==> src/rtl/uart_pkg.sv <==
// Shared types and constants for the UART command receive path.
// States, command ASCII codes and bit-period helper.
package uart_pkg;

    typedef enum logic [2:0] {
        IDLE,
        START,
        DATA,
        STOP,
        BREAK
    } rx_state_t;

    typedef enum logic [1:0] {
        KIND_QUARTER,
        KIND_DIME,
        KIND_CONFIRM,
        KIND_OTHER
    } cmd_kind_t;

    localparam logic [7:0] CMD_Q    = 8'h71;
    localparam logic [7:0] CMD_Q_UC = 8'h51;
    localparam logic [7:0] CMD_D    = 8'h64;
    localparam logic [7:0] CMD_D_UC = 8'h44;
    localparam logic [7:0] CMD_C    = 8'h63;
    localparam logic [7:0] CMD_C_UC = 8'h43;

    function automatic int clks_per_bit(
        input int clk_freq,
        input int baud
    );
        return clk_freq / baud;
    endfunction

endpackage

==> src/rtl/uart_cmd_decoder_if.sv <==
// Serial line in, decoded command pulses and receive status out.
// master drives the line; slave is the decoder.
interface uart_cmd_decoder_if;

    logic       UART_RX;
    logic       quarter_uart;
    logic       dime_uart;
    logic       confirm_uart;
    logic [7:0] rx_byte;
    logic       rx_valid;
    logic       frame_err;
    logic       cmd_err;

    modport master (
        output UART_RX,
        input  quarter_uart,
        input  dime_uart,
        input  confirm_uart,
        input  rx_byte,
        input  rx_valid,
        input  frame_err,
        input  cmd_err
    );

    modport slave (
        input  UART_RX,
        output quarter_uart,
        output dime_uart,
        output confirm_uart,
        output rx_byte,
        output rx_valid,
        output frame_err,
        output cmd_err
    );

endinterface

==> src/rtl/uart_rx_core.sv <==
// 8N1 receiver: input synchroniser, framing FSM and shift register.
// stop_ok flags the cycle the stop bit samples high.
module uart_rx_core
    import uart_pkg::*;
#(
    parameter int CLKS_PER_BIT = 10
) (
    input  logic       clk,
    input  logic       reset,
    input  logic       rx,
    output logic [7:0] rx_byte,
    output logic       rx_valid,
    output logic       frame_err,
    output logic [7:0] shift,
    output logic       stop_ok
);

    localparam int CW = $clog2(CLKS_PER_BIT);
    localparam logic [CW-1:0] LAST = CW'(CLKS_PER_BIT - 1);
    localparam logic [CW-1:0] MID  = CW'(CLKS_PER_BIT / 2 - 1);

    rx_state_t     state;
    logic [CW-1:0] baud_cnt;
    logic [2:0]    bit_cnt;
    logic          sync1;
    logic          rx_s;
    logic          baud_tick;

    assign baud_tick = (baud_cnt == LAST);
    assign stop_ok   = (state == STOP) && baud_tick && rx_s;

    always_ff @(posedge clk or posedge reset) begin
        if (reset) begin
            sync1 <= 1'b1;
            rx_s  <= 1'b1;
        end else begin
            sync1 <= rx;
            rx_s  <= sync1;
        end
    end

    always_ff @(posedge clk or posedge reset) begin
        if (reset) begin
            state     <= IDLE;
            baud_cnt  <= '0;
            bit_cnt   <= '0;
            shift     <= '0;
            rx_byte   <= '0;
            rx_valid  <= 1'b0;
            frame_err <= 1'b0;
        end else begin
            rx_valid  <= 1'b0;
            frame_err <= 1'b0;
            unique case (state)
                IDLE: begin
                    if (!rx_s) begin
                        baud_cnt <= '0;
                        state    <= START;
                    end
                end
                START: begin
                    if (baud_cnt == MID) begin
                        baud_cnt <= '0;
                        if (rx_s) begin
                            state <= IDLE;
                        end else begin
                            bit_cnt <= '0;
                            state   <= DATA;
                        end
                    end else begin
                        baud_cnt <= baud_cnt + 1'b1;
                    end
                end
                DATA: begin
                    if (baud_tick) begin
                        baud_cnt <= '0;
                        shift    <= {rx_s, shift[7:1]};
                        bit_cnt  <= bit_cnt + 1'b1;
                        if (bit_cnt == 3'd7) state <= STOP;
                    end else begin
                        baud_cnt <= baud_cnt + 1'b1;
                    end
                end
                STOP: begin
                    if (baud_tick) begin
                        baud_cnt <= '0;
                        if (rx_s) begin
                            rx_byte  <= shift;
                            rx_valid <= 1'b1;
                            state    <= IDLE;
                        end else begin
                            frame_err <= 1'b1;
                            state     <= BREAK;
                        end
                    end else begin
                        baud_cnt <= baud_cnt + 1'b1;
                    end
                end
                // a held-low line must go high before a new start is seen
                BREAK: begin
                    if (rx_s) state <= IDLE;
                end
                default: state <= IDLE;
            endcase
        end
    end

endmodule

==> src/rtl/uart_cmd_decoder.sv <==
// Receives 8N1 bytes and turns q/d/c (any case) into one-cycle pulses.
// Pulses line up with rx_valid; unknown bytes raise cmd_err.
module uart_cmd_decoder
    import uart_pkg::*;
#(
    parameter int CLK_FREQ = 100_000_000,
    parameter int BAUD     = 9600
) (
    input logic          clk,
    input logic          reset,
    uart_cmd_decoder_if.slave bus
);

    localparam int CPB = clks_per_bit(CLK_FREQ, BAUD);

    logic [7:0] rx_byte;
    logic       rx_valid;
    logic       frame_err;
    logic [7:0] shift;
    logic       stop_ok;
    cmd_kind_t  kind;
    logic       quarter;
    logic       dime;
    logic       confirm;
    logic       bad_cmd;

    uart_rx_core #(
        .CLKS_PER_BIT(CPB)
    ) u_core (
        .clk      (clk),
        .reset    (reset),
        .rx       (bus.UART_RX),
        .rx_byte  (rx_byte),
        .rx_valid (rx_valid),
        .frame_err(frame_err),
        .shift    (shift),
        .stop_ok  (stop_ok)
    );

    always_comb begin
        kind = KIND_OTHER;
        unique case (1'b1)
            (shift == CMD_Q) || (shift == CMD_Q_UC): kind = KIND_QUARTER;
            (shift == CMD_D) || (shift == CMD_D_UC): kind = KIND_DIME;
            (shift == CMD_C) || (shift == CMD_C_UC): kind = KIND_CONFIRM;
            default:                                 kind = KIND_OTHER;
        endcase
    end

    // registered on the stop-sample edge so pulses coincide with rx_valid
    always_ff @(posedge clk or posedge reset) begin
        if (reset) begin
            quarter <= 1'b0;
            dime    <= 1'b0;
            confirm <= 1'b0;
            bad_cmd <= 1'b0;
        end else begin
            quarter <= stop_ok && (kind == KIND_QUARTER);
            dime    <= stop_ok && (kind == KIND_DIME);
            confirm <= stop_ok && (kind == KIND_CONFIRM);
            bad_cmd <= stop_ok && (kind == KIND_OTHER);
        end
    end

    assign bus.quarter_uart = quarter;
    assign bus.dime_uart    = dime;
    assign bus.confirm_uart = confirm;
    assign bus.cmd_err      = bad_cmd;
    assign bus.rx_byte      = rx_byte;
    assign bus.rx_valid     = rx_valid;
    assign bus.frame_err    = frame_err;

endmodule

==> src/flat_wrapper.sv <==
// flat-port wrapper written by rule: the top's interface ports become plain ports
module uart_cmd_decoder_flat import uart_pkg::*;
#(
    parameter int CLK_FREQ = 100_000_000,
    parameter int BAUD     = 9600
)
  (clk, reset, bus_UART_RX, bus_quarter_uart, bus_dime_uart, bus_confirm_uart, bus_rx_byte, bus_rx_valid, bus_frame_err, bus_cmd_err);
  uart_cmd_decoder_if bus_i ();
  input logic clk;
  input logic reset;
  input wire logic [$bits(bus_i.UART_RX)-1:0] bus_UART_RX;
  output wire logic [$bits(bus_i.quarter_uart)-1:0] bus_quarter_uart;
  output wire logic [$bits(bus_i.dime_uart)-1:0] bus_dime_uart;
  output wire logic [$bits(bus_i.confirm_uart)-1:0] bus_confirm_uart;
  output wire logic [$bits(bus_i.rx_byte)-1:0] bus_rx_byte;
  output wire logic [$bits(bus_i.rx_valid)-1:0] bus_rx_valid;
  output wire logic [$bits(bus_i.frame_err)-1:0] bus_frame_err;
  output wire logic [$bits(bus_i.cmd_err)-1:0] bus_cmd_err;
  assign bus_i.UART_RX = bus_UART_RX;
  assign bus_quarter_uart = bus_i.quarter_uart;
  assign bus_dime_uart = bus_i.dime_uart;
  assign bus_confirm_uart = bus_i.confirm_uart;
  assign bus_rx_byte = bus_i.rx_byte;
  assign bus_rx_valid = bus_i.rx_valid;
  assign bus_frame_err = bus_i.frame_err;
  assign bus_cmd_err = bus_i.cmd_err;
  uart_cmd_decoder #(.CLK_FREQ(CLK_FREQ), .BAUD(BAUD)) u_core (.clk(clk), .reset(reset), .bus(bus_i));
endmodule
==> config.mk <==
export PLATFORM = sky130hd
export DESIGN_NAME = uart_cmd_decoder_flat
export DESIGN_NICKNAME = d
export VERILOG_FILES = /design/src/rtl/uart_pkg.sv /design/src/rtl/uart_cmd_decoder_if.sv /design/src/rtl/uart_rx_core.sv /design/src/rtl/uart_cmd_decoder.sv /design/src/flat_wrapper.sv
export SDC_FILE = /design/constraint.sdc
export NUM_CORES = 1
export LEC_CHECK = 0
export CAP_MARGIN = 20
export CORE_ASPECT_RATIO = 0.8
export CORE_MARGIN = 8
export CORE_UTILIZATION = 52
export CTS_CLUSTER_SIZE = 8
export DETAILED_ROUTE_END_ITERATION = 16
export PLACE_DENSITY = 0.75
export SETUP_SLACK_MARGIN = 0.1
export SLEW_MARGIN = 20
export SYNTH_ARGS = -nofsm -noshare
export SYNTH_HDL_FRONTEND = slang
export SYNTH_HIERARCHICAL = 1
export SYNTH_SLANG_ARGS = --single-unit
==> constraint.sdc <==
create_clock -name clk -period 2 [get_ports clk]
set_input_delay 0.2 -clock clk [delete_from_list [all_inputs] [get_ports clk]]
set_output_delay 0.2 -clock clk [all_outputs]
set_load 0.005 [all_outputs]
Word-level counts from Yosys, hierarchy flattened

Index checks and enable logic that the tools add are counted.

Flip-flop bits (word level): 44
Bits of input ports: 3
Output and inout bits: 14
Word-level logic and storage cells: 81

Add/sub/neg operators: 2
Eq/ne operators: 23
Multiplexer cells: 24
Reduce and logical (&&, ||, !) cells: 19

Operators by type and width:

| operator                                               | number |
|---|---|
| equality test 8 x 7 -> 1 bit (second input constant)   | 6 |
| 2-to-1 mux 14 bit                                      | 3 |
| case mux 14 bit (3 select lines)                       | 1 |
| 2-to-1 mux 3 bit                                       | 10 |
| case mux 3 bit (5 select lines)                        | 1 |
| adder 14 x 1 -> 14 bit (second input constant)         | 1 |
| equality test 14 x 13 -> 1 bit (second input constant) | 1 |
| equality test 14 bit (second input constant)           | 1 |
| != test 2 bit (second input constant)                  | 7 |
| equality test 3 x 2 -> 1 bit (second input constant)   | 2 |
| equality test 3 bit (second input constant)            | 2 |
| logical AND 1 bit                                      | 6 |
| 2-to-1 mux 1 bit                                       | 6 |
| case mux 2 bit (3 select lines)                        | 1 |
| case mux 3 bit (2 select lines)                        | 1 |
| AND reduction 6 bit                                    | 1 |
| equality test 2 bit (second input constant)            | 2 |
| AND reduction 2 bit                                    | 2 |
| AND reduction 4 bit                                    | 1 |
| adder 3 x 1 -> 3 bit (second input constant)           | 1 |
| equality test 3 x 1 -> 1 bit (second input constant)   | 1 |
| logical NOT 3 bit                                      | 1 |
| logical OR 1 bit                                       | 3 |
| AND reduction 3 bit                                    | 1 |
| other kinds (6)                                        | 6 |

Longest topological paths before layout

Gate-level depths: netlist of the first run.

Depth after elaboration: 5
Mapped depth: 8
Gate-level depth less buffers: 8

Hierarchy

The synthesis of the first run kept the hierarchy.

By module, submodules not included:

| module           | instances | cells an instance | area an instance (um^2) | sequential area each (um^2) |
|---|---|---|---|---|
| uart_rx_core     | 1         | 194               | 2,021.9                 | 1,003.5 |
| uart_cmd_decoder | 1         | 16                | 192.7                   | 100.1 |

Worst setup path after synthesis of the first run

No wires, ideal clock.

Kind: register to register
From: register u_core.u_core.baud_cnt[0]
To: register u_core.u_core.shift[7]
Setup time: 128 ps
Arrival: 1,814 ps
Required time: 1,872 ps
Slack: 59 ps
Stages on the path, launching flop included: 7
Path buffers: 1
Cells stage by stage: dfrtp_1 > ha_1 > nand4b_4 > nand4b_1 > nor3_1 > buf_2 > mux2_1

Cells in the longest elaborated chain, start to end: 2

Ends and longest elaborated chain:

| what                          | RTL line           | text |
|---|---|---|
| start, declared               | uart_rx_core.sv:23 | `logic [CW-1:0] baud_cnt;` |
| start signal, assigned        | uart_rx_core.sv:71 | `baud_cnt <= baud_cnt + 1'b1;` |
| start signal, assigned        | uart_rx_core.sv:81 | `baud_cnt <= baud_cnt + 1'b1;` |
| start signal, assigned        | uart_rx_core.sv:96 | `baud_cnt <= baud_cnt + 1'b1;` |
| equality test 14 bit          | uart_rx_core.sv:29 | `assign baud_tick = (baud_cnt == LAST);` |
| AND reduction 2 bit (no line) | -                  |  |
| end signal, assigned          | uart_rx_core.sv:77 | `shift <= {rx_s, shift[7:1]};` |
| end, declared                 | uart_rx_core.sv:14 | `output logic [7:0] shift,` |

Every way passes these cells.
A chain may end at the register's enable or synchronous reset.

Worst setup path after layout of the first run

From: register u_core.u_core.baud_cnt[6]
To: register u_core.u_core.shift[1]

Same word-level chain as after synthesis.

==> results of run 1 <==
-- through the flow --
step	setup slack [ns]	TNS [ns]	utilization, %	area, um2	hold WS (ns)
after floorplan	0.1096	0	-	2222	-0.03392
after global placement	0.05482	0	61.27	2544	0.3458
after detailed placement	-0.09993	-0.1807	61.27	2544	0.3473
after CTS	0.1358	0	64.68	2685	0.1253
after global routing	-0.06549	-0.9920	69.53	2887	0.1416
final	-0.04751	-0.3444	69.53	2887	0.1131
-- logic make-up (layout without fill, tap and decap cells) --
kind of cell / count (synthesis) / in the layout / synth area share [%]
buf+inv: 22 / 58 / 4.294
xor+xnor: 4 / 4 / 1.582
simple gates: 83 / 83 / 22.77
mux: 19 / 19 / 9.548
compound gates: 35 / 35 / 10.28
fa+ha+maj: 3 / 3 / 1.695
flops: 44 / 44 / 49.83
-- layer usage --
| metal | share of wire [%] | track usage [%] | wire [um] | up-vias |
|---|---|---|---|---|
| li1 | - | - | - | 829 |
| met1 | 45 | 20.99 | 2462 | 886 |
| met2 | 48 | 24.38 | 2678 | 61 |
| met3 | 5.4 | 3.311 | 298 | 11 |
| met4 | 1.5 | 5.331 | 82 | 0 |
| met5 | 0 | 0 | 0 | - |
-- timing repair --
| action | in CTS | in global routing |
|---|---|---|
| setup endpoints to repair | 25 | 26 |
| buffers inserted | 2 | 2 |
| hold buffers | 0 | 0 |
| gates resized for setup | 5 | 44 |
| pin swaps | 4 | 19 |
-- Yosys cell counts, drive strengths merged, types with 4 or more instances --
cell type | number | area [um2]
a21oi | 7 | 35.03
buf | 6 | 35.03
clkbuf | 6 | 22.52
dfrtp | 42 | 1051
inv | 10 | 37.54
mux2 | 17 | 191.4
nand2 | 20 | 75.07
nand3 | 8 | 45.04
nand4 | 7 | 50.05
nor2 | 17 | 68.81
nor3 | 9 | 45.04
nor3b | 4 | 35.03
nor4b | 4 | 56.30
o211ai | 4 | 30.03
o21ai | 8 | 40.03
-- power by group through the flow --
stage          Combinational [mW]  Clock, mW  Sequential, mW
3_3_place_gp               0.0265          0           0.913
4_1_cts                    0.0274      0.589           0.896
5_1_grt                    0.0321      0.616           0.897
3_5_place_dp               0.0270          0           0.913
2_1_floorplan              0.0169          0           0.910
6_report                   0.0271      0.583           0.896
-- state kept, by name, indices dropped and copies added, names as in the netlist --
| register | flops |
|---|---|
| u_core/bus.cmd_err | 1 |
| u_core/u_core/rx_valid | 1 |
| u_core/bus.dime_uart | 1 |
| u_core/bus.quarter_uart | 1 |
| u_core/u_core/baud_cnt | 14 |
| u_core/u_core/frame_err | 1 |
| u_core/bus.confirm_uart | 1 |
| u_core/u_core/sync1 | 1 |
| u_core/u_core/rx_s | 1 |
| u_core/u_core/bit_cnt | 3 |
| u_core/u_core/state | 3 |
| u_core/u_core/rx_byte | 8 |
| u_core/u_core/shift | 8 |
-- critical path, stage by stage (launching register included) --
cell	delay (ns)
dfrtp_1	0.45
nor3b_1	0.39
nand4b_1	0.28
nor3_4	0.32
buf_6	0.19
mux2_4	0.31
-- layout make-up --
cell class | count | area, um2 | area share (%)
Tap cell | 57 | 71.32 | 2.471
Inverter | 10 | 37.54 | 1.300
Multi-Input combinational cell | 144 | 1221 | 42.31
Sequential cell | 44 | 1104 | 38.23
Timing Repair Buffer | 40 | 359.1 | 12.44
Clock buffer | 7 | 86.33 | 2.991
Clock inverter | 1 | 7.507 | 0.2601
-- worst max-delay path by stage --
stage | startpoint | end | depth (start not counted)
after floorplan | u_core/u_core/baud_cnt[0] | u_core/u_core/baud_cnt[5] | 7
after global placement | u_core/u_core/baud_cnt[1] | u_core/bus.cmd_err | 8
after detailed placement | u_core/u_core/baud_cnt[1] | u_core/bus.cmd_err | 8
after CTS | u_core/u_core/baud_cnt[1] | u_core/bus.cmd_err | 8
after global routing | u_core/u_core/baud_cnt[6] | u_core/u_core/shift[6] | 5
final | u_core/u_core/baud_cnt[6] | u_core/u_core/shift[1] | 5
==> reports/qor.txt, run 1 <==
post-DP HPWL: 3.365 mm
Pleak: 1.299 nW
Period Utilization, post-route: 102.4%
flop2flop setup slack: -0.05 ns
most common cell after layout, fill and taps aside: dfrtp_1
failing checks: setup timing
WL final: 5.523 mm
Via density: 5.898
clk sinks: 44
Logic pwr share: 1.8%
CTS root buffer: clkbuf_8
initial antenna violation count: 0
sw frac: 21.64%
area added between synthesis and finish: 30.34%
total CTS buffers: 5
share of flip-flops with an asynchronous set or reset: 100.0%
CP required: 2.19 ns
final setup fails: 10
Hold WC Path Type: input port to async pin
EDFF count, synth: 0
Synth Flop Type: dfrtp_1
overall power: 1.506 mW
f_max: 0.4884 GHz
Flop pwr share: 59.5%
status: finished with violations
Critical Path Fanout Max: 6
DR vias: 1,787
Mapped Area: 2215 um2
largest net degree at the start of global routing: 28
IO buf count: 16
max-cap viol count: 0
WL/cell: 18.23 um
initial drt markers: 172
post-synthesis net count: 216
gp weighted congestion: 0.8573
n_diodes: 0
switching pwr: 0.3260 mW
I/O Pins: 17
DRC: 0
count of different cell masters after synthesis: 50
Tmin final: 2.048 ns
Initial Utilization: 53.35%
Max-slew headroom: 59.47%
Synth Instances: 210
Layout Cells excl Fill: 303
Die X: 88.97 um
synthesized flop and latch total: 44
core area: 4151 um2
commonest non-fill, non-tap cells in the layout: 42 x dfrtp_1, 20 x nand2_1, 19 x buf_4
sequential area share after synthesis: 49.83%
post-route ant nets: 0
Max Slew Vio Count: 0
Final nets: 251
worst skew pair latency: 0.30 ns
Worst VDD drop: 0.0004643 V
r2r worst-path depth: 5
RSZ-0062 raised after global routing: true
fillers: 306
worst slew pin tran: 0.6079 ns
setup ws final: -0.04751 ns
Clk pwr share: 38.7%
P per Cell Area: 521.8 nW/um2
Die Span Y: 74.37 um
startpoint types: flip-flop
Internal: 1.180 mW
CP Capture Type: flip-flop
total global routing overflow: 0
die footprint: 6616 um2
global-route wire length before repair: 7.969 mm
DR pass1 iterations: 4
R2R Path End: u_core/u_core/shift[1]
CTS tree: built
Ys Warns: 6
worst setup path category: flip-flop to flip-flop
share of layout cells above drive strength 1: 31.71%
Total Routing Usage GR: 15.63%
worst path arrival time: 2.23 ns
clk slew on worst S/H paths: 0.08 ns
final setup skew: 0.003957 ns
vias in the first global route: 1,665
worst-case clock buffer depth: 2
CTS H-tree lvls: 2
Hold Fails Final Rpt: 0
# rows: 21
Avg Inst Size Synth: 10.55 um2
placed cell count: 291
Worst R2R Start: u_core/u_core/baud_cnt[6]
No activity file was read; power rests on OpenSTA's default activity.
==> run 2: changes to the inputs <==
--- a/config.mk
+++ b/config.mk
@@ -11,9 +11,9 @@
 export CORE_UTILIZATION = 52
 export CTS_CLUSTER_SIZE = 8
 export DETAILED_ROUTE_END_ITERATION = 16
+export GPL_TIMING_DRIVEN = 0
 export PLACE_DENSITY = 0.75
 export SETUP_SLACK_MARGIN = 0.1
-export SLEW_MARGIN = 20
 export SYNTH_ARGS = -nofsm -noshare
 export SYNTH_HDL_FRONTEND = slang
 export SYNTH_HIERARCHICAL = 1
==> run 2 against run 1 <==
The run now ends clean. Clock skew up 0.0018 ns. Non-clock buffer count down 5. Total power up 8.7%. Sequential power about the same. Sequential cell count unchanged. Via count down 4.3%. Final area down 3.9%. Sequential share of layout area up 1.6 points. Count of clock-buffer cells in the layout down 1. Worst setup slack better by 0.15 ns. Worst hold slack better by 0.0094 ns. Largest power group unchanged.
==> reports/qor.txt, run 2 (synthesis gave the netlist of run 1 again) <==
Worst VDD drop: 0.0005834 V (+26%)
final setup fails: 0 (-10)
clk slew on worst S/H paths: 0.08 ns (about the same)
P per Cell Area: 590.7 nW/um2 (+13%)
Die X: 88.97 um (unchanged)
Die Span Y: 74.37 um (unchanged)
overall power: 1.638 mW (+8.7%)
global-route wire length before repair: 7.762 mm (-2.6%)
gp weighted congestion: 0.8283 (-3.4%)
worst-case clock buffer depth: 2 (unchanged)
Setup WS pre-CTS: -0.3243 ns (-0.2243 ns)
worst path cell trace: and4b_1 > nand4b_1 > nor3_4 > buf_6 > a41oi_1 > mux2_4
CP required: 2.19 ns (about the same)
clk sinks: 44 (unchanged)
f_max: 0.5269 GHz (+7.9%)
worst setup path category: flip-flop to flip-flop
share of layout cells above drive strength 1: 22.82% (-8.9 points)
Worst R2R Start: u_core/u_core/baud_cnt[10]
# rows: 21 (unchanged)
Worst path max stage delay: 0.49 ns (+0.04 ns)
most common cell after layout, fill and taps aside: dfrtp_1
worst skew pair latency: 0.30 ns (about the same)
Hold Fails Final Rpt: 0 (unchanged)
Max-slew headroom: 45.02% (-14 points)
largest registers: u_core/u_core/baud_cnt x14, u_core/u_core/rx_byte x8, u_core/u_core/shift x8
max reg flops: 14 (unchanged)
final setup skew: 0.005789 ns (+0.001833 ns)
Critical Path Fanout Max: 8 (+2)
fillers: 336 (+9.8%)
RSZ-0062 raised after global routing: true
status: completed
n_diodes: 0 (unchanged)
initial drt markers: 150 (-13%)
CTS root buffer: clkbuf_8
Final nets: 246 (-2.0%)
Via density: 5.742 (-2.6%)
worst path arrival time: 2.09 ns (-0.14 ns)
IO buf count: 16 (unchanged)
setup ws final: 0.1020 ns (+0.1496 ns)
CP max stage cell: dfrtp_1
CP delay by family, top: simple AND/OR/NAND/NOR gates
max-cap viol count: 0 (unchanged)
largest net degree at the start of global routing: 41 (+46%)
Max Slew Vio Count: 0 (unchanged)
CTS H-tree lvls: 2 (unchanged)
CP Capture Type: flip-flop
total CTS buffers: 5 (unchanged)
core area: 4151 um2 (unchanged)
Biggest register: u_core/u_core/baud_cnt
CTS tree: built
I/O Pins: 17 (unchanged)
R2R Path End: u_core/u_core/bit_cnt[0]
initial antenna violation count: 0 (unchanged)
Tmin final: 1.898 ns (-0.1496 ns)
post-DP HPWL: 3.019 mm (-10%)
total global routing overflow: 0 (unchanged)
vias in the first global route: 1,615 (-3.0%)
DR vias: 1,711 (-4.3%)
DR pass1 iterations: 4 (unchanged)
area added between synthesis and finish: 25.20%
Total Routing Usage GR: 15.28% (-0.34 points)
commonest non-fill, non-tap cells in the layout: 42 x dfrtp_1, 20 x nand2_1, 16 x clkdlybuf4s50_1
Pleak: 1.264 nW (-2.7%)
Period Utilization, post-route: 94.90% (-7.5 points)
DRC: 0 (unchanged)
die footprint: 6616 um2 (unchanged)
crit path buf inv count: 1 (unchanged)
Initial Utilization: 53.35% (unchanged)
flop2flop setup slack: 0.10 ns (+0.15 ns)
r2r worst-path depth: 6 (+1)
WL/cell: 16.15 um (-11%)
worst slew pin tran: 0.8234 ns (+0.2156 ns)
WL final: 4.812 mm (-13%)
Hold WC Path Type: input port to async pin
post-route ant nets: 0 (unchanged)
startpoint types: flip-flop
==> run 2: worst register-to-register path: stages, from the launching register on <==
cell	delay, ns
dfrtp_1	0.49
and4b_1	0.34
nand4b_1	0.19
nor3_4	0.25
buf_6	0.14
a41oi_1	0.06
mux2_4	0.31
==> run 2: final cells by class <==
| class | instances | area [um2] | share of cell area (%) |
|---|---|---|---|
| inverter | 10 | 37.54 | 1.354 |
| buffer | 10 | 62.56 | 2.256 |
| clock buffer | 6 | 82.58 | 2.978 |
| clock inverter | 2 | 38.79 | 1.399 |
| multi-input combinational | 144 | 1145 | 41.29 |
| sequential | 44 | 1104 | 39.80 |
| timing repair buffer | 25 | 231.5 | 8.348 |
| tap | 57 | 71.32 | 2.572 |
==> run 2: worst max-delay path by stage <==
stage / start / to / slack, ns / cells past startpoint
floorplan: u_core/u_core/baud_cnt[0] / u_core/u_core/baud_cnt[5] / 0.11 / 7
global placement: u_core/u_core/baud_cnt[0] / u_core/u_core/baud_cnt[4] / -0.26 / 7
detailed placement: u_core/u_core/baud_cnt[0] / u_core/u_core/baud_cnt[6] / -0.32 / 7
CTS: u_core/u_core/baud_cnt[1] / u_core/u_core/bit_cnt[0] / 0.10 / 7
global route: u_core/u_core/baud_cnt[11] / u_core/u_core/baud_cnt[5] / 0.03 / 6
finish: u_core/u_core/baud_cnt[10] / u_core/u_core/bit_cnt[0] / 0.10 / 6
==> run 2: power by group <==
| part | leakage (nW) | switching (mW) | internal [mW] | total [mW] |
|---|---|---|---|---|
| logic | 0.609 | 0.0190 | 0.00432 | 0.0233 |
| clock network | 0.0614 | 0.310 | 0.409 | 0.718 |
| registers | 0.593 | 0.00387 | 0.892 | 0.896 |
| total | 1.26 | 0.332 | 1.31 | 1.64 |
==> run 2: timing repair <==
action,4_1_cts,5_1_grt
hold buffers,0,0
setup buffers,6,2
pin swaps,3,6
endpoints found under the setup margin,36,26
gates cloned,0,1
gates resized for setup,13,19
hold endpoints to repair,0,0
==> run 2: metal layers <==
metal	vias up	routed length (um)	track usage, %
met1	840	2269	20.59
met2	47	2247	23.07
li1	819	-	-
met5	-	0	0
met3	5	242	3.311
met4	0	53	6.618
==> run 2: through the flow <==
stage	TNS [ns]	hold WS [ns]	util, %	area (um2)	std cells
6_report	0	0.1224	66.79	2773	298
5_1_grt	0	0.1336	66.79	2773	298
4_1_cts	0	0.1159	64.77	2689	296
3_5_place_dp	-5.106	0.3473	59.10	2454	283
3_3_place_gp	-4.538	0.3458	59.10	2454	283
2_1_floorplan	0	-0.03392	-	2222	210
